===== src/rtl/serial_add4.sv =====
// serial_add4: bit-serial 4-bit adder computing A + B + Cin one bit per clock.
// A single full-adder slice and a carry flip-flop walk the operands LSB first
// under a start/busy/done handshake. Sum, Cout (and Ovf) are registered and
// only change when an operation completes.
// Optional feature: define ADD4_OVF_EN to add the Ovf port (two's-complement
// overflow registered at completion).
module serial_add4 (
    input  logic       clk,
    input  logic       rst_n,
    input  logic       start,
    input  logic [3:0] A,
    input  logic [3:0] B,
    input  logic       Cin,
    output logic       busy,
    output logic       done,
    output logic [3:0] Sum,
`ifdef ADD4_OVF_EN
    output logic       Cout,
    output logic       Ovf
`else
    output logic       Cout
`endif
);

    typedef enum logic {
        IDLE = 1'b0,
        RUN  = 1'b1
    } state_t;

    state_t     state;
    logic [1:0] cnt;
    logic [3:0] a_shift;
    logic [3:0] b_shift;
    logic [3:0] psum;
    logic       carry;
    logic       slice_sum;
    logic       slice_carry;

    // Full-adder slice on the current operand LSBs and the stored carry.
    always_comb begin
        slice_sum   = a_shift[0] ^ b_shift[0] ^ carry;
        slice_carry = (a_shift[0] & b_shift[0]) | (a_shift[0] & carry) | (b_shift[0] & carry);
    end

    assign busy = (state == RUN);

    // Handshake FSM plus operand shifting, with results committed only on the last bit.
    always_ff @(posedge clk or negedge rst_n) begin
        if (!rst_n) begin
            state   <= IDLE;
            cnt     <= 2'd0;
            a_shift <= 4'h0;
            b_shift <= 4'h0;
            psum    <= 4'h0;
            carry   <= 1'b0;
            done    <= 1'b0;
            Sum     <= 4'h0;
            Cout    <= 1'b0;
`ifdef ADD4_OVF_EN
            Ovf     <= 1'b0;
`endif
        end else begin
            done <= 1'b0;
            case (state)
                IDLE: begin
                    if (start) begin
                        a_shift <= A;
                        b_shift <= B;
                        carry   <= Cin;
                        cnt     <= 2'd0;
                        state   <= RUN;
                    end
                end
                RUN: begin
                    a_shift <= {1'b0, a_shift[3:1]};
                    b_shift <= {1'b0, b_shift[3:1]};
                    psum    <= {slice_sum, psum[3:1]};
                    carry   <= slice_carry;
                    cnt     <= cnt + 2'd1;
                    if (cnt == 2'd3) begin
                        Sum   <= {slice_sum, psum[3:1]};
                        Cout  <= slice_carry;
`ifdef ADD4_OVF_EN
                        // The carry register still holds the carry into bit 3 here.
                        Ovf   <= carry ^ slice_carry;
`endif
                        done  <= 1'b1;
                        state <= IDLE;
                    end
                end
                default: state <= IDLE;
            endcase
        end
    end

endmodule

===== config.mk =====
export PLATFORM = sky130hd
export DESIGN_NAME = serial_add4
export DESIGN_NICKNAME = d
export VERILOG_FILES = /design/src/rtl/serial_add4.sv
export SDC_FILE = /design/constraint.sdc
export NUM_CORES = 1
export LEC_CHECK = 0
export BUFFER_PORTS_ARGS = -buffer_cell sky130_fd_sc_hd__buf_2
export CORE_ASPECT_RATIO = 1.1
export CORE_MARGIN = 1
export CORE_UTILIZATION = 55
export CTS_CLUSTER_SIZE = 10
export DETAILED_ROUTE_END_ITERATION = 10
export PLACE_DENSITY_LB_ADDON = 0.3
export SLEW_MARGIN = 40
export SYNTH_ARGS = -nofsm -noshare
export SYNTH_HDL_FRONTEND = slang
export SYNTH_SLANG_ARGS = --single-unit

===== constraint.sdc =====
create_clock -name clk -period 3.3 [get_ports clk]
set_input_delay 0.33 -clock clk [delete_from_list [all_inputs] [get_ports clk]]
set_output_delay 0.33 -clock clk [all_outputs]
set_load 0.02 [all_outputs]

==> impl_metrics.csv, run 1 <==
group,metric,value,unit
status,outcome,"completed",
clock_tree,cts_made_buffers,3,
grt,grt_overflow_total,0,
detailed_routing,via_count,530,
worst_setup_path,slowest_delay,0.86,ns
clock_tree,cts_root_buffer,"clkbuf_4",
cells_and_area,diodes,0,
run,max_cap_viol_count,0,
worst_setup_path,cp_slowest_cell,"dfrtp_1",
timing,setup_ws,1.51,ns
clock_tree,cts_num_sinks,21,
power_and_ir_drop,total_power,0.909,mW
grt,antenna_found_initial,0,
clock_tree,cts_hold_buffers,1,
synthesis,syn-num-nets,81,
synthesis,yosysWarnings,0,
worst_setup_path,endpoint_kind,"output pin",
grt,grt_pass1_vias,485,
power_and_ir_drop,max-vdd-ir-drop,402,µV
worst_setup_path,crit_chain,"buf_2",
synthesis,synth_top_cell_area_share,57.1,%
detailed_routing,detail-route-antenna-nets,0,
placed_design,hpwl,942,µm
placed_design,place_congestion,0.708,
floorplanning,die_w,41.0,µm
power_and_ir_drop,p_leak,0.556,nW
floorplanning,dieArea,1840,µm²
worst_setup_path,cp_top_family,"flip-flops",
power_and_ir_drop,p_per_area,882,nW/µm²
synthesis,synthCells,67,
power_and_ir_drop,p_comb_share,36.8,%
detailed_routing,dr.pass1.iters,4,
worst_hold_path,hold_class,"in2reg",
timing,fmax,0.560,GHz
synthesis,syn_avg_cell_area,13.7,µm²
timing,drv_slew,0,
timing,slew_headroom,48.2,%
detailed_routing,wl_per_cell,13.5,µm
power_and_ir_drop,sw_frac_of_total,34.8,%
clock_tree,h-tree-depth,1,
worst_setup_path,reg2reg_from,"busy",
power_and_ir_drop,power.switching,0.316,mW
clock_tree,cts-resized-gates,0,
synthesis,syn_area,921,µm²
synthesis,yosys.area.top_type,"dfrtp_1",
clock_tree,path_clk_slew,0.11,ns
worst_setup_path,critPathLaunch,"busy",
timing,finalCriticalPeriod,1.79,ns
power_and_ir_drop,power_frac_seq,49.9,%
power_and_ir_drop,power_frac_clock,13.4,%
timing,grt_setup_unrepaired,"false",
floorplanning,chipHeight,44.9,µm
worst_setup_path,worstPathRequired,2.97,ns
floorplanning,pin_count,19,
clock_tree,clk_latency,0.30,ns
grt,grt_max_degree,26,
worst_setup_path,arrival,1.46,ns
clock_tree,cts_buffer_depth,2,
placed_design,port_buffers,18,
power_and_ir_drop,p_int,0.593,mW
timing,setup_viol_count_final,0,
clock_tree,post_cts_buffers,0,
synthesis,synth_seq_area_share,57.1,%
floorplanning,rows,15,
clock_tree,cts_tree,"built",
detailed_routing,wl,1390,µm
cells_and_area,finalNetCount,101,
timing,fin_tns_setup,0,ns
cells_and_area,final_util,66.2,%
floorplanning,coreArea,1560,µm²
worst_setup_path,path_buf_inv,1,
cells_and_area,syn_to_final_growth,12.0,%
synthesis,ys_types,14,
timing,finalHoldViolCount,0,
timing,finalCritPeriodShare,54.2,%
worst_setup_path,worstSetupStartpointType,"flop",
worst_hold_path,hold_start,"A[3]",
worst_setup_path,crit_fanout,25,
detailed_routing,dr.first_iter.drc_count,5,
synthesis,ys_top_cells_by_area,"dfrtp_1, mux2i_1, mux2_4, o21ai_0, buf_6",
grt,grt_pass1_wl,2210,µm
grt,track_usage,18.6,%
worst_setup_path,critical_path_class,"reg2out",
cells_and_area,final_layout_size_suffix_gt1_share,37.2,%
detailed_routing,viasPerCell,5.15,
timing,tightest_slew,0.777,ns
floorplanning,initial_core_util,59.1,%
timing,finClkSkew,0.00263,ns
placed_design,post-place-ws,1.83,ns
detailed_routing,drc,0,
synthesis,ys_ff_latch,21,
==> placed cells by master, fill, tap and decap left out, drive strengths merged <==
cell	count
dfrtp	21
buf	18
mux2i	10
mux2	9
nand2	8
o21ai	7
nor2	3
clkbuf	3
inv	2
a22o	1
fa	1
ha	1
clkinv	1
dlygate4sd3	1
==> cell families after synthesis <==
group	count (synthesis)	share of synthesized area (%)
multiplexers	19	24.3
flip-flops	21	57.1
AND/OR/NAND/NOR	11	5.30
adder cells (fa/ha/maj)	2	3.53
buffers and inverters	6	5.03
AO/OA/AOI/OAI	8	4.76
==> worst paths after layout <==
kind                               to  slack, ns  depth (start not counted)
max                              busy       1.51                          1
min                        a_shift[3]       0.27                          3
max reg2reg                    Sum[1]       1.83                          2
min reg2reg                b_shift[2]       0.49                          2
max in group asynchronous      cnt[1]       2.49                          2
min in group asynchronous      Sum[1]       0.50                          2
==> state kept, by name, indices dropped and copies added (netlist names) <==
signal and cells:
cnt 2, b_shift 4, done 1, busy 1, a_shift 4, Sum 4
psum 3, Cout 1, carry 1
==> cell type report <==
cell class	instances	area (µm²)
fillers	130	527
flip-flops and latches	21	526
multi-input cells	40	349
repair buffers	19	100
clock buffers	3	22.5
well taps	17	21.3
inverters	2	7.51
clock inverters	1	5.00
==> routing by layer <==
| layer | part of all wire [%] | global-route usage [%] | vias to the layer above | wire (µm) |
|---|---|---|---|---|
| met1 | 44 | 25.3 | 248 | 617 |
| met4 | 0.86 | 10.0 | 0 | 12 |
| met2 | 50 | 27.2 | 14 | 700 |
| met5 | 0 | 0 | - | 0 |
| met3 | 4.6 | 4.43 | 2 | 64 |
| li1 | - | - | 266 | - |
==> tightest hold or removal path: stages <==
cell and delay (ns):
buf_2 0.07, mux2i_1 0.05, nor2_1 0.08
==> synth_stat cells <==
library cell,number
a22o_1,1
buf_2,1
buf_6,3
dfrtp_1,21
fa_1,1
ha_1,1
inv_1,2
mux2_2,3
mux2_4,6
mux2i_1,10
nand2_1,7
nand2_4,1
nor2_1,3
o21ai_0,7
==> through the flow <==
stage	std cells	hold WS, ns	area, µm²
6_report	103	0.272	1030
3_3_place_gp	98	0.303	993
4_1_cts	103	0.268	1030
3_5_place_dp	98	0.302	993
2_1_floorplan	67	0.0344	921
5_1_grt	103	0.266	1030
==> power groups by stage <==
stage	clock [mW]	combinational [mW]	sequential [mW]
floorplan	0	0.260	0.463
global route	0.138	0.368	0.473
finish	0.122	0.334	0.454
detailed placement	0	0.330	0.463
CTS	0.129	0.340	0.457
global placement	0	0.319	0.455
Power figures use the tool's default switching activity.
==> inputs of run 2 (changes only) <==
--- a/config.mk
+++ b/config.mk
@@ -8,7 +8,7 @@
 export BUFFER_PORTS_ARGS = -buffer_cell sky130_fd_sc_hd__buf_2
 export CORE_ASPECT_RATIO = 1.1
 export CORE_MARGIN = 1
-export CORE_UTILIZATION = 55
+export CORE_UTILIZATION = 51
 export CTS_CLUSTER_SIZE = 10
 export DETAILED_ROUTE_END_ITERATION = 10
 export PLACE_DENSITY_LB_ADDON = 0.3
==> constraint.sdc (replaced) <==
create_clock -name clk -period 1.84 [get_ports clk]
set_input_delay 0.184 -clock clk [delete_from_list [all_inputs] [get_ports clk]]
set_output_delay 0.184 -clock clk [all_outputs]
set_load 0.02 [all_outputs]
==> run 2 against run 1 <==
Effect of this change: largest cell class unchanged; highest routed layer unchanged; critical path type unchanged; critical endpoint unchanged; global-route usage down 3.0 points; setup slack worse by 1.2 ns; final cell count up 0.97%; clock-buffer cell count up 1; design area up 0.61%.
==> impl_metrics.csv, run 2 (same netlist as run 1, synthesis figures left out) <==
group,metric,value,unit
status,outcome,"completed",
grt,antenna_found_initial,0,
timing,tightest_slew,0.461,ns
timing,setup_viol_count_final,0,
clock_tree,h-tree-depth,1,
floorplanning,chipHeight,46.6,µm
clock_tree,cts_tree,"built",
grt,grt_pass1_wl,2250,µm
floorplanning,dieArea,1980,µm²
clock_tree,cts_num_sinks,21,
worst_setup_path,worstPathRequired,1.66,ns
worst_setup_path,reg2reg_from,"busy",
cells_and_area,finalNetCount,102,
power_and_ir_drop,p_per_area,1570,nW/µm²
worst_setup_path,critical_path_class,"reg2out",
timing,slew_headroom,69.2,%
clock_tree,cts_made_buffers,3,
cells_and_area,top_regs,"Sum (4), a_shift (4), b_shift (4)",
detailed_routing,viasPerCell,5.37,
detailed_routing,wl_per_cell,12.9,µm
timing,finalCritPeriodShare,84.4,%
floorplanning,pin_count,19,
power_and_ir_drop,power.switching,0.550,mW
detailed_routing,drc,0,
floorplanning,rows,15,
worst_setup_path,slowest_delay,0.63,ns
power_and_ir_drop,power_frac_clock,12.9,%
clock_tree,cts_root_buffer,"clkbuf_4",
run,max_cap_viol_count,0,
clock_tree,path_clk_slew,0.10,ns
grt,grt_overflow_total,0,
worst_setup_path,critPathLaunch,"busy",
clock_tree,cts_buffer_depth,2,
worst_hold_path,hold_class,"in2reg",
timing,finClkSkew,0.00716,ns
worst_setup_path,timing.reg2reg.setup_slack,0.50,ns
power_and_ir_drop,p_comb_share,38.8,%
cells_and_area,final_common_cell,"dfrtp_1",
worst_setup_path,endpoint,"busy",
worst_setup_path,r2r-end,"psum[2]",
power_and_ir_drop,p_leak,0.557,nW
worst_setup_path,arrival,1.37,ns
cells_and_area,syn_to_final_growth,12.6,%
clock_tree,clk_latency,0.29,ns
detailed_routing,dr.first_iter.drc_count,2,
timing,finalHoldViolCount,0,
worst_setup_path,reg2reg_depth,2,
cells_and_area,diodes,0,
detailed_routing,detail-route-antenna-nets,0,
placed_design,port_buffers,18,
clock_tree,cts-resized-gates,0,
timing,fmax,0.644,GHz
worst_setup_path,cp_slowest_cell,"dfrtp_1",
power_and_ir_drop,p_int,1.08,mW
floorplanning,coreArea,1630,µm²
cells_and_area,fillCellCount,140,
worst_setup_path,worstSetupStartpointType,"flop",
grt,grt_max_degree,22,
timing,drv_slew,0,
floorplanning,die_w,42.5,µm
grt,grt_pass1_vias,507,
power_and_ir_drop,power_frac_seq,48.3,%
timing,finalCriticalPeriod,1.55,ns
worst_setup_path,cp.depth,2,
timing,fin_tns_setup,0,ns
cells_and_area,final_util,63.5,%
cells_and_area,final_cell_mix,"dfrtp_1, buf_2, mux2i_1",
placed_design,place_congestion,0.664,
cells_and_area,multiInputGateArea,349,µm²
detailed_routing,dr.pass1.iters,2,
worst_setup_path,path_buf_inv,2,
detailed_routing,via_count,558,
power_and_ir_drop,max-vdd-ir-drop,677,µV
worst_setup_path,crit_chain,"buf_4 -> buf_2",
power_and_ir_drop,sw_frac_of_total,33.8,%
grt,track_usage,15.6,%
timing,grt_setup_unrepaired,"false",
cells_and_area,final_layout_size_suffix_gt1_share,36.8,%
cells_and_area,seq_area,526,µm²
worst_setup_path,endpoint_kind,"output pin",
worst_setup_path,cp_top_family,"flip-flops",
worst_setup_path,crit_fanout,14,
placed_design,hpwl,999,µm
detailed_routing,wl,1340,µm
floorplanning,initial_core_util,56.4,%
[run 2: cell types whose count changed in the layout (fill, tap and decap cells not counted), sizes merged]
cell | before | now
clkbuf | 3 | 4
buf | 18 | 19
clkinv | 1 | 0
[run 2: worst min-delay path by stage]
stage / start / end / slack (ns) / cells past startpoint
after detailed placement: rst_n / done / 0.16 / 1
after CTS: B[3] / b_shift[3] / 0.14 / 3
after floorplan: rst_n / Cout / -0.11 / 0
after global routing: A[3] / a_shift[3] / 0.16 / 3
after global placement: rst_n / done / 0.16 / 1
final: B[3] / b_shift[3] / 0.14 / 3
[run 2: metrics by stage]
| stage | std cells | total power, mW | hold WS [ns] | instance area (µm²) | worst slack [ns] |
|---|---|---|---|---|---|
| after global placement | 99 | 1.40 | 0.157 | 1000 | 0.540 |
| after detailed placement | 99 | 1.44 | 0.158 | 1000 | 0.523 |
| after CTS | 104 | 1.65 | 0.139 | 1040 | 0.284 |
| after floorplan | 67 | 1.30 | -0.112 | 921 | 0.591 |
| final | 104 | 1.63 | 0.142 | 1040 | 0.286 |
| after global routing | 104 | 1.73 | 0.164 | 1040 | 0.188 |
[run 2: what timing repair did]
item                                    in CTS  in global routing
hold endpoints to repair                    21                  0
endpoints found under the setup margin       0                  0
hold buffers                                 1                  0
setup buffers                                0                  0
[run 2: routing by layer]
layer  wire length, µm  up-vias  global-route usage, %  part of all wire, %
li1                  -      269                      -                    -
met1               596      274                   20.5                   44
met2               689       13                   25.8                   51
met3                44        2                   2.35                  3.3
met4                12        0                   7.50                 0.89
met5                 0        -                      0                    0
[run 2: layout make-up]
type,instances,share of cell area (%)
Tap cell,17,2.05
Inverter,2,0.724
Timing Repair Buffer,20,10.4
Multi-Input combinational cell,40,33.7
Clock buffer,4,2.53
Sequential cell,21,50.7
[run 2: power by group through the flow]
| stage | Combinational (mW) | Clock (mW) | Sequential (mW) |
|---|---|---|---|
| 2_1_floorplan | 0.466 | 0 | 0.831 |
| 3_3_place_gp | 0.613 | 0 | 0.790 |
| 3_5_place_dp | 0.642 | 0 | 0.798 |
| 4_1_cts | 0.642 | 0.219 | 0.788 |
| 5_1_grt | 0.686 | 0.232 | 0.812 |
| 6_report | 0.631 | 0.211 | 0.786 |
[run 2: worst min-delay path, stage by stage]
cell	delay [ns]
buf_2	0.07
mux2i_1	0.05
nor2_1	0.08
